## src/rtl/torque_pkg.sv

```systemverilog
// Shared types and the torque-to-bar-level mapping for the torque bar display.
package torque_pkg;

  typedef enum logic [1:0] {STOP = 2'b00, LEFT = 2'b01, RIGHT = 2'b10, FWD = 2'b11} instr_e;

  typedef enum logic [1:0] {IDLE, TRACK, DRAIN} disp_state_e;

  // Floor of torque*n_led/tmax; full torque lights the whole bar.
  function automatic int level_of(input int torque, input int n_led, input int tmax);
    return (torque * n_led) / tmax;
  endfunction

endpackage

```

## src/rtl/torque_tick_gen.sv

```systemverilog
// Ramp-step prescaler: one-cycle tick every DIV enabled clocks, held at 0 while disabled.
module torque_tick_gen #(
  parameter int DIV = 2
) (
  input  logic clk,
  input  logic rst_n,
  input  logic en,
  output logic tick
);
  localparam int CW = $clog2(DIV);

  logic [CW-1:0] cnt;

  assign tick = en && (cnt == CW'(DIV - 1));

  always_ff @(posedge clk or negedge rst_n) begin
    if (!rst_n) begin
      cnt <= '0;
    end else if (!en || tick) begin
      cnt <= '0;
    end else begin
      cnt <= cnt + CW'(1);
    end
  end
endmodule

```

## src/rtl/torque_bar_animator.sv

```systemverilog
// Two LED bar graphs ramping one LED per step tick toward the commanded torque level;
// inputs land one clock late, reversals drain the old side first. TORQUE_HAZARD_EN adds the STOP blink.
module torque_bar_animator
  import torque_pkg::*;
#(
  parameter int N_LED     = 9,
  parameter int TORQUE_W  = 2,
  parameter int STEP_DIV  = 2_500_000,
  parameter int BLINK_DIV = 10
) (
  input  logic                clk,
  input  logic                rst_n,
  input  logic                enable,
  input  logic [1:0]          instruction,
  input  logic [TORQUE_W-1:0] torque,
  output logic [N_LED-1:0]    left_LED,
  output logic [N_LED-1:0]    right_LED,
  output logic                settled
);
  localparam int TMAX = 2**TORQUE_W - 1;
  localparam int LW   = $clog2(N_LED + 1);

  typedef logic [LW-1:0] lvl_t;

  instr_e              instr_q, instr_prev;
  logic [TORQUE_W-1:0] torque_q;
  disp_state_e         state;
  lvl_t                lvl_l, lvl_r, tgt, tgt_l, tgt_r, drain_lvl;
  logic                tick, drain_left, rev_to_right, rev_to_left, enter_drain, drain_sel;

  function automatic lvl_t step_to(input lvl_t cur, input lvl_t dst);
    if (cur < dst) return cur + lvl_t'(1);
    if (cur > dst) return cur - lvl_t'(1);
    return cur;
  endfunction

  torque_tick_gen #(.DIV(STEP_DIV)) u_step (
    .clk  (clk),
    .rst_n(rst_n),
    .en   (enable),
    .tick (tick)
  );

  assign tgt   = lvl_t'(level_of(int'(torque_q), N_LED, TMAX));
  assign tgt_l = (instr_q == LEFT  || instr_q == FWD) ? tgt : '0;
  assign tgt_r = (instr_q == RIGHT || instr_q == FWD) ? tgt : '0;

  // Only a direct LEFT<->RIGHT swap with the old side still lit forces a drain.
  assign rev_to_right = (instr_prev == LEFT)  && (instr_q == RIGHT) && (lvl_l != '0);
  assign rev_to_left  = (instr_prev == RIGHT) && (instr_q == LEFT)  && (lvl_r != '0);
  assign enter_drain  = (state == TRACK) && (rev_to_right || rev_to_left);
  assign drain_sel    = (state == DRAIN) ? drain_left : rev_to_right;
  assign drain_lvl    = drain_sel ? lvl_l : lvl_r;

  always_ff @(posedge clk or negedge rst_n) begin
    if (!rst_n) begin
      instr_q    <= STOP;
      instr_prev <= STOP;
      torque_q   <= '0;
      state      <= IDLE;
      lvl_l      <= '0;
      lvl_r      <= '0;
      drain_left <= 1'b0;
      settled    <= 1'b0;
    end else begin
      instr_q    <= instr_e'(instruction);
      instr_prev <= instr_q;
      torque_q   <= torque;
      if (!enable) begin
        state   <= IDLE;
        lvl_l   <= '0;
        lvl_r   <= '0;
        settled <= 1'b0;
      end else begin
        settled <= (state == TRACK) && (lvl_l == tgt_l) && (lvl_r == tgt_r);
        case (state)
          IDLE: state <= TRACK;
          TRACK, DRAIN: begin
            if (state == DRAIN || enter_drain) begin
              drain_left <= drain_sel;
              if (tick && drain_lvl != '0) begin
                if (drain_sel) lvl_l <= lvl_l - lvl_t'(1);
                else           lvl_r <= lvl_r - lvl_t'(1);
              end
              state <= (drain_lvl == '0 || (tick && drain_lvl == lvl_t'(1))) ? TRACK : DRAIN;
            end else if (tick) begin
              lvl_l <= step_to(lvl_l, tgt_l);
              lvl_r <= step_to(lvl_r, tgt_r);
            end
          end
          default: state <= IDLE;
        endcase
      end
    end
  end

`ifdef TORQUE_HAZARD_EN
  localparam int BW = (BLINK_DIV > 1) ? $clog2(BLINK_DIV) : 1;

  logic [BW-1:0] blink_cnt;
  logic          blink_on, haz_act;

  assign haz_act = (state == TRACK) && (instr_q == STOP) && (lvl_l == '0) && (lvl_r == '0);

  always_ff @(posedge clk or negedge rst_n) begin
    if (!rst_n) begin
      blink_cnt <= '0;
      blink_on  <= 1'b1;
    end else if (!haz_act) begin
      blink_cnt <= '0;
      blink_on  <= 1'b1;
    end else if (tick) begin
      if (blink_cnt == BW'(BLINK_DIV - 1)) begin
        blink_cnt <= '0;
        blink_on  <= ~blink_on;
      end else begin
        blink_cnt <= blink_cnt + BW'(1);
      end
    end
  end
`endif

  always_comb begin
    left_LED  = '0;
    right_LED = '0;
    for (int i = 0; i < N_LED; i++) begin
      left_LED[i]  = (i < int'(lvl_l));
      right_LED[i] = (i >= N_LED - int'(lvl_r));
    end
`ifdef TORQUE_HAZARD_EN
    if (haz_act && blink_on) begin
      left_LED[N_LED-1] = 1'b1;
      right_LED[0]      = 1'b1;
    end
`endif
  end

endmodule

```

## config.mk

```make
export PLATFORM = sky130hd
export DESIGN_NAME = torque_bar_animator
export DESIGN_NICKNAME = d
export VERILOG_FILES = /design/src/rtl/torque_pkg.sv /design/src/rtl/torque_tick_gen.sv /design/src/rtl/torque_bar_animator.sv
export SDC_FILE = /design/constraint.sdc
export NUM_CORES = 1
export LEC_CHECK = 0
export BUFFER_PORTS_ARGS = -buffer_cell sky130_fd_sc_hd__buf_2
export CORE_ASPECT_RATIO = 1.1
export CORE_MARGIN = 4
export CORE_UTILIZATION = 60
export DETAILED_ROUTE_END_ITERATION = 7
export PLACE_DENSITY = 0.8
export SETUP_SLACK_MARGIN = 0.2
export SKIP_CTS_REPAIR_TIMING = 1
export SYNTH_ARGS = -nofsm -noshare
export SYNTH_HDL_FRONTEND = slang
export SYNTH_SLANG_ARGS = --single-unit
```

## constraint.sdc

```tcl
create_clock -name clk -period 3.8 [get_ports clk]
set_clock_uncertainty 0.05 [all_clocks]
set_input_delay 0 -clock clk [delete_from_list [all_inputs] [get_ports clk]]
set_output_delay 0 -clock clk [all_outputs]
set_load 0.05 [all_outputs]
```

# Word level (Yosys, flattened, before mapping)
# Cells that the tools add are included.
[classes] add_sub_neg=6 mul=1 div=1 magnitude_cmp=22 eq_ne=19 n_mux=52 reduce_logical=26
[op_table] operator="$mux W4" count=23
[op_table] operator="$div A32 B3 Y32 const B" count=1
[op_table] operator="$mux W1" count=24
[op_table] operator="$add A22 B1 Y22 const B" count=1
[op_table] operator="$eq A22 B22 Y1 const B" count=1
[op_table] operator="$mux W22" count=1
[op_table] operator="$ge A4 B5 Y1 const A" count=4
[op_table] operator="$lt A3 B4 Y1 const A" count=4
[op_table] operator="$reduce_bool A4 Y1" count=3
[op_table] operator="$ge A3 B5 Y1 const A" count=2
[op_table] operator="$logic_and A1 B1 Y1" count=10
[op_table] operator="$reduce_and A5 Y1" count=2
[op_table] operator="$ne A3 B3 Y1 const B" count=3
[op_table] operator="$add A4 B1 Y4 const B" count=2
[op_table] operator="$eq A2 B2 Y1 const B" count=4
[op_table] operator="$eq A4 B4 Y1" count=2
[op_table] operator="$gt A4 B4 Y1" count=2
[op_table] operator="$lt A1 B4 Y1 const A" count=2
[op_table] operator="$lt A2 B4 Y1 const A" count=2
[op_table] operator="$lt A4 B4 Y1" count=2
[op_table] operator="$ne A4 B1 Y1 const B" count=2
[op_table] operator="$sub A4 B1 Y4 const B" count=2
[op_table] operator="$eq A2 B1 Y1 const B" count=3
[op_table] operator="$logic_or A1 B1 Y1" count=6
[op_table] operator="17 further kinds" count=19
[word_totals] regBits=40 output_inout_bits=19 wordCells=136

# Longest topological paths before layout
# Gate-level depths: netlist of run 1.
[depth] ltp_word=20 ltp_mapped=12

# Cells and area by module
# From an unflattened synthesis of run 1, not the netlist that was laid out.
[unflattened] cells_unflattened=342 area_unflattened_um2=3129.3
[by_module_without_submodules] mod="torque_bar_animator" n_inst=1 cells_per_inst=218 area_each_um2=1910.6
[by_module_without_submodules] mod="torque_tick_gen" n_inst=1 cells_per_inst=124 area_each_um2=1218.7

# Worst setup path after synthesis of run 1
# No wires, ideal clock.
[synth_path] path_kind="flip-flop to flip-flop" start="reg torque_q[0]" end="reg lvl_r[3]" arrival_ns=2.926 path_slack_ns=0.746 path_stages_with_launch=13 path_buffers=0 period_less_slack_ns=3.054 cell_sequence="dfrtp_1 > inv_1 > ha_1 > nor4b_1 > a21oi_1 > and2_1 > ha_1 > nand4_1 > o21a_1 > a221oi_2 > mux2_2 > or3_1 > a21oi_1"
[synth_between] elab_chain_cells=14
[synth_lines] element="start, declared" line="torque_bar_animator.sv:26" text="logic [TORQUE_W-1:0] torque_q;"
[synth_lines] element="start signal, assigned" line="torque_bar_animator.sv:68" text="torque_q <= torque;"
[synth_lines] element="$mul A2 B4 Y6 (*)" line="torque_pkg.sv:10" text="return (torque * n_led) / tmax;"
[synth_lines] element="$div A32 B3 Y32 (*)" line="torque_pkg.sv:10"
[synth_lines] element="$mux W4 (*)" line="torque_bar_animator.sv:46" text="assign tgt_r = (instr_q == RIGHT || instr_q == FWD) ? tgt : '0;"
[synth_lines] element="$lt A4 B4 Y1" line="torque_bar_animator.sv:32" text="if (cur < dst) return cur + lvl_t'(1);"
[synth_lines] element="$mux W1" line="torque_bar_animator.sv:32"
[synth_lines] element="$mux W1" line="torque_bar_animator.sv:86" text="end else if (tick) begin"
[synth_lines] element="$mux W1" line="torque_bar_animator.sv:79" text="if (state == DRAIN || enter_drain) begin"
[synth_lines] element="$mux W1" line="torque_bar_animator.sv:76" text="case (state)"
[synth_lines] element="$mux W1" line="torque_bar_animator.sv:69" text="if (!enable) begin"
[synth_lines] element="$mux W4" line="torque_bar_animator.sv:33" text="if (cur > dst) return cur - lvl_t'(1);"
[synth_lines] element="$mux W4" line="torque_bar_animator.sv:86"
[synth_lines] element="$mux W4" line="torque_bar_animator.sv:79"
[synth_lines] element="$mux W4" line="torque_bar_animator.sv:76"
[synth_lines] element="$mux W4" line="torque_bar_animator.sv:69"
[synth_lines] element="end signal, assigned" line="torque_bar_animator.sv:83" text="else lvl_r <= lvl_r - lvl_t'(1);"
[synth_lines] element="end signal, assigned" line="torque_bar_animator.sv:88" text="lvl_r <= step_to(lvl_r, tgt_r);"
[synth_lines] element="end, declared" line="torque_bar_animator.sv:28" text="lvl_t lvl_l, lvl_r, tgt, tgt_l, tgt_r, drain_lvl;"
# Every way passes the cells marked *; elsewhere a longest branch is shown, timed or not. The select of a mux whose other input is x is not followed.
# A chain may end at the register's enable or synchronous reset.

# Final worst setup path of run 1
# Same ends and word-level chain as after synthesis.

==> results of run 1 <==
placed cells by master (no fill, tap or decap), types with 3 or more instances in the layout:
cell type / netlist / layout
nand2_1: 24 / 24
nand4_1: 9 / 9
a21oi_1: 11 / 11
a21o_1: 5 / 5
mux2i_1: 7 / 7
nor2_1: 35 / 35
nor3_1: 5 / 5
dfrtp_1: 40 / 40
inv_1: 21 / 21
clkbuf_8: 1 / 6
or3_1: 7 / 7
nand2b_1: 3 / 3
a211oi_1: 5 / 5
dlygate4sd3_1: 0 / 6
nor4_1: 4 / 4
nand3_1: 7 / 7
xnor2_1: 10 / 10
o21ai_0: 14 / 13
ha_1: 31 / 31
xor2_1: 15 / 15
nor4b_1: 3 / 3
buf_2: 0 / 25
and2_1: 3 / 3
area by class of cell:
cell class                      count  area share (%)
Multi-Input combinational cell    234            54.4
Sequential cell                    40            31.8
Timing Repair Buffer               32            6.13
Clock buffer                        6            2.63
Inverter                           21            2.51
Tap cell                           56            2.23
Clock inverter                      2           0.318
layer usage:
| metal | vias to the layer above | GRT usage (%) | wire length, microns |
|---|---|---|---|
| met3 | 9 | 3.88 | 173 |
| li1 | 1128 | - | - |
| met2 | 37 | 37.2 | 2960 |
| met5 | - | 0 | 0 |
| met4 | 0 | 6.52 | 66 |
| met1 | 1062 | 24.1 | 2450 |
cells in the mapped netlist, drive strengths merged, types with 2 or more instances:
library cell / count / area share [%]
a21oi: 12 / 2.2
o21a: 2 / 0.53
nor3b: 2 / 0.92
clkbuf: 9 / 1.5
nand4bb: 2 / 0.79
nor2: 35 / 4.6
o211ai: 2 / 1.0
a21o: 5 / 1.3
nand2: 24 / 3.2
nand3b: 2 / 0.53
inv: 21 / 2.8
a221oi: 4 / 1.7
nand3: 7 / 1.2
mux2i: 7 / 2.5
o21ai: 15 / 2.6
nand2b: 3 / 0.66
nor4: 5 / 1.6
a21boi: 2 / 0.53
or4: 2 / 0.66
nand4: 10 / 2.4
mux2: 2 / 0.79
and3: 2 / 0.44
or3: 7 / 1.5
nor4b: 3 / 0.92
nor3: 5 / 0.88
xor2: 15 / 4.6
ha: 31 / 14
a211oi: 5 / 1.3
dfrtp: 40 / 35
and2: 3 / 0.66
xnor2: 10 / 3.1
power by group:
group	leakage, uW	switching, uW	total [uW]	internal, uW
registers	0.000541	9.21	442	433
clock network	0.0000510	155	300	145
logic	0.000907	56.5	98.0	41.5
state kept, by name, summed over array words and instances, names as in the netlist:
signal      cells
instr_q         2
lvl_r           4
instr_prev      2
u_step.cnt     22
torque_q        2
lvl_l           4
state           2
settled         1
drain_left      1
logic make-up after synthesis:
kind of cell / after synthesis
adder cells (fa/ha/maj): 31
multiplexers: 9
AO/OA/AOI/OAI: 55
flip-flops: 40
XOR/XNOR: 25
buffers and inverters: 31
AND/OR/NAND/NOR: 114
through the flow:
stage	total power [uW]	util, %	setup slack [ps]
final	840	68.1	434
after global placement	540	64.8	627
after global routing	873	68.1	212
after floorplan	516	-	746
after detailed placement	544	64.8	479
after CTS	842	66.8	454
path summary, 6_finish.rpt:
kind / from / to / cells past startpoint / slack [ps]
max: torque_q[0] / lvl_r[3] / 12 / 430
min: instruction[0] / instr_q[0] / 2 / 290
max reg2reg: torque_q[0] / lvl_r[3] / 12 / 430
min reg2reg: u_step.cnt[0] / u_step.cnt[0] / 1 / 440
max in group asynchronous: rst_n / u_step.cnt[10] / 2 / 2810
min in group asynchronous: rst_n / lvl_r[0] / 2 / 300
==> flow_summary.toml, run 1 <==
[run_status]
status = "finished clean"

[floorplan]
ioPinCount = 26
initial_utilization_pct = 61.5
die-area_sq_mm = 0.00590
core_area_sq_mm = 0.00462
die_w_microns = 73.6
rows = 26
dieHeight_microns = 80.2

[finish]
n_antenna_cell = 0
final_nets = 372
syn_to_final_growth_pct = 10.7
register_area_sq_mm = 0.00100
layout-drive-gt1-share_pct = 14.0
design_area_sq_mm = 0.00315
fillers = 382
final_cells = 391
multi_input_area_sq_mm = 0.00171

[place]
dp.cells = 377
port_buffers = 25
place_area_sq_mm = 0.00299
gp_congestion = 0.855
dpl.hpwl_microns = 4060

[sta]
layout_min_cycle_time_ps = 3370
setup_violations = 0
drv_slew = 0
final_hold_viol_count = 0
rsz0062_at_grt = "no"
clock.fmax_ghz = 0.297
worst_pin_slew_ps = 907
fin_crit_sh_pct = 88.6
whs_ps = 287
relSlewSlack_pct = 39.5
setup_tns_ps = 0

[clock_network]
root_buffer = "clkbuf_8"
htreeDepth = 2
cts_made_buffers = 5
cts_sinks = 40
clkTransAtPathRegs_ps = 90
clockBufferDepth = 2
cts_tree = "built"
clock_latency_ps = 300

[global_routing]
antenna_found_initial = 0
grtUsageTotal_pct = 20.6
grt_pass1_vias = 2252
grt.overflow.total = 0
grt_max_degree = 41
grt_pass1_wl_microns = 9750

[setup_path]
crit_path_end_kind = "flop"
cp_max_fo = 6
cp-start-kind = "flop"
crit_buf_inv = 1
cp.arrival_ps = 3540
crit_family = "simple AND/OR/NAND/NOR gates"
worst_path_max_delay_cell = "dfrtp_1"
cp_slowest_stage_delay_ps = 460
path_cells = "inv_1 -> ha_1 -> nor4b_1 -> a21oi_1 -> and2_1 -> ha_1 -> nand4_1 -> o21a_1 -> a221oi_2 -> mux2_2 -> or3_1 -> a21oi_1"
path_class = "flop to flop"
cp.required_ps = 3970

[routing]
antenna_left = 0
drtIter0Drc = 114
drc = 0
routed_wl_microns = 5660
first_pass_iters = 4
detail_route.vias_per_cell = 5.72
wire_per_inst_microns = 14.5
vias = 2236

[logic_synthesis]
synth_top_family_by_area = "simple AND/OR/NAND/NOR gates"
synth_area_sq_mm = 0.00284
synth_ff_type = "dfrtp_1"
yosys.area_share.simple_pct = 21.6
yosys-mux-area-fraction_pct = 3.26
synth-xor-area-share_pct = 7.71
synth_enable_flop_cells = 0
avgSynthCellArea_sq_um = 9.32
syn_inst = 305
synth-compound-area-share_pct = 14.0
yosys_warnings = 0
ys_types = 51
synth_nets = 343
synth_fa_ha_area_share_pct = 13.7
seq_area_frac_synth_pct = 35.2
synthArstFlopShare_pct = 100
ys_seq_elements = 40

[flow_run]
maxCapViolations = 0

[power_and_ir_drop]
leakagePower_uw = 0.00150
power_density_mw_per_mm2 = 267
ir_drop_mv = 0.175

[hold_path]
min_path_type = "input port to flop"
Power figures use the tool's default switching activity.
==> inputs of run 2 (changes only) <==
Settings changed: ABC_AREA from default to 1, CORE_UTILIZATION 60 to 61, PLACE_DENSITY 0.8 to 0.81.
==> run 2 against run 1 <==
Wire length up 30%. Worst hold slack worse by 110 ps. Global-route usage up 2.2 points. Highest routed layer unchanged. Setup slack better by 720 ps. Critical endpoint is now right_LED[0]. Utilization up 0.77 points. Largest cell class unchanged. Cell area up 17%.
==> flow_summary.toml, run 2 <==
[power_and_ir_drop]
pwr-share-clk_pct = 11.0
leakagePower_uw = 0.00186
p_switching_uw = 1540
swShare_pct = 58.4
power_density_mw_per_mm2 = 713
pwr-share-comb_pct = 67.4
seqPwrFrac_pct = 21.6
p_int_uw = 1100
ir_drop_mv = 0.679

[routing]
vias = 2991
antenna_left = 0
detail_route.vias_per_cell = 5.28
wire_per_inst_microns = 13.0
routed_wl_microns = 7330
drc = 0
drtIter0Drc = 203
first_pass_iters = 4

[floorplan]
rows = 28
core_area_sq_mm = 0.00536
ioPinCount = 26
die_w_microns = 78.8
dieHeight_microns = 85.9
die-area_sq_mm = 0.00677
initial_utilization_pct = 62.8

[logic_synthesis]
synth_enable_flop_cells = 0
synth_nets = 497
avgSynthCellArea_sq_um = 7.33
yosys.area.top_type = "dfrtp_1"
ys_seq_elements = 40
netlist_top_cells_count = "103 x nand2_1, 64 x inv_1, 43 x nor2_1, 41 x nand3_1, 40 x dfrtp_1"
synth_most_common_cell = "nand2_1"
synth_top_area_share_pct = 29.7
yosys_warnings = 0
ys_types = 39
synthTopCellsByArea = "dfrtp_1 30%, ha_1 12%, nand2_1 11%"
syn_inst = 459
synth_ff_type = "dfrtp_1"
seq_area_frac_synth_pct = 29.7
synthArstFlopShare_pct = 100
synth_area_sq_mm = 0.00337

[setup_path]
crit_path_end_kind = "output pin"
ff2ff_path_depth = 18
worst_path_max_delay_cell = "dfrtp_1"
cp.required_ps = 3750
path_class = "flop to output pin"
cp.arrival_ps = 2600
cp-start-kind = "flop"
r2r_start = "torque_q[0]"
cp_max_fo = 8
path_cells = "inv_1 -> ha_1 -> xor2_1 -> nor2_1 -> ha_1 -> inv_1 -> or2_1 -> nand3b_1 -> buf_2"
r2r-end = "lvl_l[2]"
r2r_setup_slack_ps = 1230
crit_buf_inv = 3
crit_family = "adder cells"
cp_slowest_stage_delay_ps = 540

[place]
gp_congestion = 0.842
place_area_sq_mm = 0.00355
dpl.hpwl_microns = 5460
port_buffers = 25

[global_routing]
grtUsageTotal_pct = 22.8
grt_pass1_vias = 2879
grt_pass1_wl_microns = 12600
grt_max_degree = 41
grt.overflow.total = 0
antenna_found_initial = 0

[sta]
rsz0062_at_grt = "no"
setup_tns_ps = 0
worst_pin_slew_ps = 925
relSlewSlack_pct = 38.3
final_hold_viol_count = 0
drv_slew = 0
setup_violations = 0
fin_crit_sh_pct = 69.6
clock.fmax_ghz = 0.378
layout_min_cycle_time_ps = 2650

[run_status]
status = "finished clean"

[clock_network]
cts_made_buffers = 5
clkTransAtPathRegs_ps = 80
cts_tree = "built"
cts_sinks = 40
htreeDepth = 2
clock_latency_ps = 290
clockBufferDepth = 2
root_buffer = "clkbuf_8"

[finish]
reg_top3 = "u_step.cnt: 22 flops, lvl_l: 4 flops, lvl_r: 4 flops"
design_area_sq_mm = 0.00369
largest_reg_flops = 22
syn_to_final_growth_pct = 9.67
n_antenna_cell = 0
mostFrequentLayoutCell = "nand2_1"
final_nets = 528
layout-drive-gt1-share_pct = 15.3
mostFrequentLayoutCells = "103 x nand2_1, 64 x inv_1, 43 x nor2_1"
regMostFlops = "u_step.cnt"
fillers = 450

[hold_path]
min_from = "enable"
worstHoldPathCells = 3
min_path_type = "input port to flop"
whs_endpoint = "settled"

[flow_run]
maxCapViolations = 0
## run 2: changes by cell type after synthesis, sizes merged, moves of 9 or more
cell	change
nor2	+19
nor3	+11
nand3	+37
nand2	+99
inv	+48
clkbuf	-9
## run 2: power groups by stage
stage                     Clock, uW  Combinational, uW  Sequential [uW]
after floorplan                   0               1450              538
after global placement            0               1730              574
after detailed placement          0               1760              575
after CTS                       298               1770              567
after global routing            313               1960              578
final                           290               1770              568
## run 2: cell type report
type / instances / area (sq um) / area share (%)
inverters: 70 / 267 / 7.22
clock inverters: 2 / 16.3 / 0.441
flip-flops and latches: 40 / 1000 / 27.1
multi-input cells: 343 / 2070 / 56.0
well taps: 75 / 93.8 / 2.54
repair buffers: 30 / 175 / 4.75
clock buffers: 6 / 72.6 / 1.97
## run 2: worst max path at each step
stage | from | to | slack, ps | cells past startpoint
after floorplan | lvl_r[1] | right_LED[2] | 960 | 6
after global placement | torque_q[0] | lvl_l[0] | 1390 | 14
after detailed placement | torque_q[0] | lvl_l[2] | 1280 | 18
after CTS | lvl_r[1] | right_LED[0] | 1130 | 9
after global routing | torque_q[0] | lvl_r[2] | 910 | 18
final | lvl_r[1] | right_LED[0] | 1150 | 9
## run 2: metrics by stage
stage          cells  util (%)  hold slack (ps)  setup WS, ps  power [uW]
2_1_floorplan    459         -             -346           959        1990
4_1_cts          561      67.9             -241          1130        2640
3_3_place_gp     553      66.3             58.1          1390        2300
3_5_place_dp     553      66.3             59.7          1280        2340
5_1_grt          566      68.9              199           906        2850
6_report         566      68.9              178          1150        2630
## run 2: worst reg2reg max path, delay by kind of cell, from the launching register on
family	cells	cell delay [ps]
flip-flops	1	450
AO/OA/AOI/OAI	2	410
adder cells (fa/ha/maj)	2	440
buffers and inverters	3	200
AND/OR/NAND/NOR	11	940
## run 2: cells by family (layout without fill, tap and decap cells)
logic type                 count (synthesis)  after routing  synth area share (%)
DFF                                       40             40                  29.7
AOI/OAI and AO/OA                         46             46                  7.55
buffers and inverters                     76            108                  8.88
xor gates and xnor gates                  10             10                  2.60
adders and majority gates                 31             31                  11.5
and+or+nand+nor                          256            256                  39.7
## run 2: routing by layer
layer  share of wire (%)  track usage [%]
met1                  42             26.0
met2                  54             44.5
met3                 3.5             3.05
met4                0.71             5.63
met5                   0                0
==> inputs of run 3 (changes only) <==
Settings changed: ABC_AREA 1 to 0, CORE_UTILIZATION 61 to 60, PLACE_DENSITY 0.81 to 0.8.
Clock period 3.8 ns to 2.44 ns, I/O delays scaled along.
==> run 3 against run 2 <==
The run now ends with setup timing left. Largest power group is now sequential cells. Total power is 43% lower. Clock power is 96% higher. Cell count is 21% lower. Largest cell class unchanged. Non-clock buffer count is 56 higher. First-iteration DRC count is 34% lower. Combinational power is 87% lower. Critical path type is now flop to flop.
==> flow_summary.toml, run 3 (same netlist as run 1, synthesis figures left out) <==
[routing]
wire_per_inst_microns = 16.9
routed_wl_microns = 7500
drtIter0Drc = 134
dr_wl_met2_microns = 4060
wl_met1_microns = 3030
top_layer = "met4"
antenna_left = 0
route.met3.wl_microns = 179
first_pass_iters = 4
vias = 2549
drc = 0
detail_route.vias_per_cell = 5.73

[global_routing]
grtUsageTotal_pct = 23.6
grt.overflow.total = 0
grt_pass1_wl_microns = 11000
antenna_found_initial = 0
grt_max_degree = 41
grt_pass1_vias = 2461

[finish]
final_cells = 445
final_nets = 426
fillers = 252
mostFrequentLayoutCell = "buf_4"
mostFrequentLayoutCells = "50 x buf_4, 39 x dfrtp_1, 34 x nor2_1"
n_antenna_cell = 0
regMostFlops = "u_step.cnt"
syn_to_final_growth_pct = 35.1
reg_top3 = "u_step.cnt: 22 flops, lvl_l: 4 flops, lvl_r: 4 flops"
largest_reg_flops = 22
layout-drive-gt1-share_pct = 34.4

[sta]
setup_tns_ps = -4050
setup_violations = 8
final_hold_viol_count = 0
clock.fmax_ghz = 0.319
worst_pin_slew_ps = 882
layout_min_cycle_time_ps = 3130
fin_crit_sh_pct = 128
relSlewSlack_pct = 41.2
drv_slew = 0
whs_ps = 294
fin_ws_ps = -694
rsz0062_at_grt = "yes"

[setup_path]
critPathLaunch = "torque_q[0]"
cp_max_fo = 4
r2r_setup_slack_ps = -690
crit_end = "lvl_r[2]"
cp-start-kind = "flop"
crit_path_end_kind = "flop"
ff2ff_path_depth = 12
r2r-end = "lvl_r[2]"
r2r_start = "torque_q[0]"
cp.required_ps = 2610
cp.arrival_ps = 3300
path_class = "flop to flop"

[clock_network]
cts_sinks = 40
cts_tree = "built"
cts_made_buffers = 5
clkTransAtPathRegs_ps = 90
clockBufferDepth = 2
root_buffer = "clkbuf_8"
htreeDepth = 2
clock_latency_ps = 310

[floorplan]
core_area_sq_mm = 0.00462
initial_utilization_pct = 61.5
ioPinCount = 26
die-area_sq_mm = 0.00590
rows = 26
die_w_microns = 73.6
dieHeight_microns = 80.2

[place]
port_buffers = 25
dpl.hpwl_microns = 4580
gp_congestion = 0.850
dp.cells = 416

[flow_run]
maxCapViolations = 0

[hold_path]
min_from = "instruction[0]"
min_path_type = "input port to flop"

[run_status]
violations = "setup timing"
status = "complete, but fails checks"

[power_and_ir_drop]
power_density_mw_per_mm2 = 388
ir_drop_mv = 0.283
leakagePower_uw = 0.00181
## run 3: changes by cell type in the layout (fill, tap and decap cells not counted), moves of 9 or more
cell / before / now
nand2_1: 103 / 23
buf_4: 0 / 50
inv_1: 64 / 15
nand3_1: 41 / 7
o21ai_0: 19 / 7
nor3_1: 15 / 4
a21oi_1: 17 / 7
nand2_2: 10 / 0
nor2_1: 43 / 34
## run 3: layout make-up
type	instances	area [sq um]	area share [%]
Multi-Input combinational cell	234	1940	50.4
Clock buffer	5	68.8	1.79
Tap cell	56	70.1	1.82
Timing Repair Buffer	86	627	16.3
Inverter	21	88.8	2.31
Clock inverter	3	46.3	1.21
Sequential cell	40	1000	26.1
## run 3: worst min-delay path by stage
stage	to	slack [ps]	cells after the start
after floorplan	drain_left	-350	0
after global placement	instr_q[0]	60	1
after detailed placement	instr_q[0]	60	1
after CTS	instr_q[0]	-250	1
after global routing	instr_q[0]	290	2
final	instr_q[0]	290	2
## run 3: critical path: stages (launching register included)
cell and delay [ps]:
dfrtp_1 430, inv_2 80, ha_4 260, buf_4 140, nand2b_1 150, ha_1 200
a211oi_1 440, nand2_1 190, a221oi_4 320, buf_4 170, mux2i_1 90, or3_1 340
a21oi_1 180
## run 3: power by group
group	internal, uW	leakage, uW	switching, uW
registers	674	0.000540	14.3
clock network	308	0.0000548	260
logic	114	0.00122	120
## run 3: routing by layer
| metal | up-vias | global-route usage [%] |
|---|---|---|
| met4 | 0 | 7.79 |
| met5 | - | 0 |
| li1 | 1233 | - |
| met3 | 22 | 3.75 |
| met1 | 1242 | 28.4 |
| met2 | 52 | 42.1 |
## run 3: metrics by stage
step | total power (uW) | instance area [sq um] | setup slack, ps | utilization (%)
finish | 1490 | 3840 | -694 | 83.1
global route | 1550 | 3840 | -741 | 83.1
CTS | 1450 | 3450 | -515 | 74.7
detailed placement | 891 | 3340 | -488 | 72.2
global placement | 883 | 3340 | -349 | 72.2
floorplan | 819 | 2890 | -380 | -
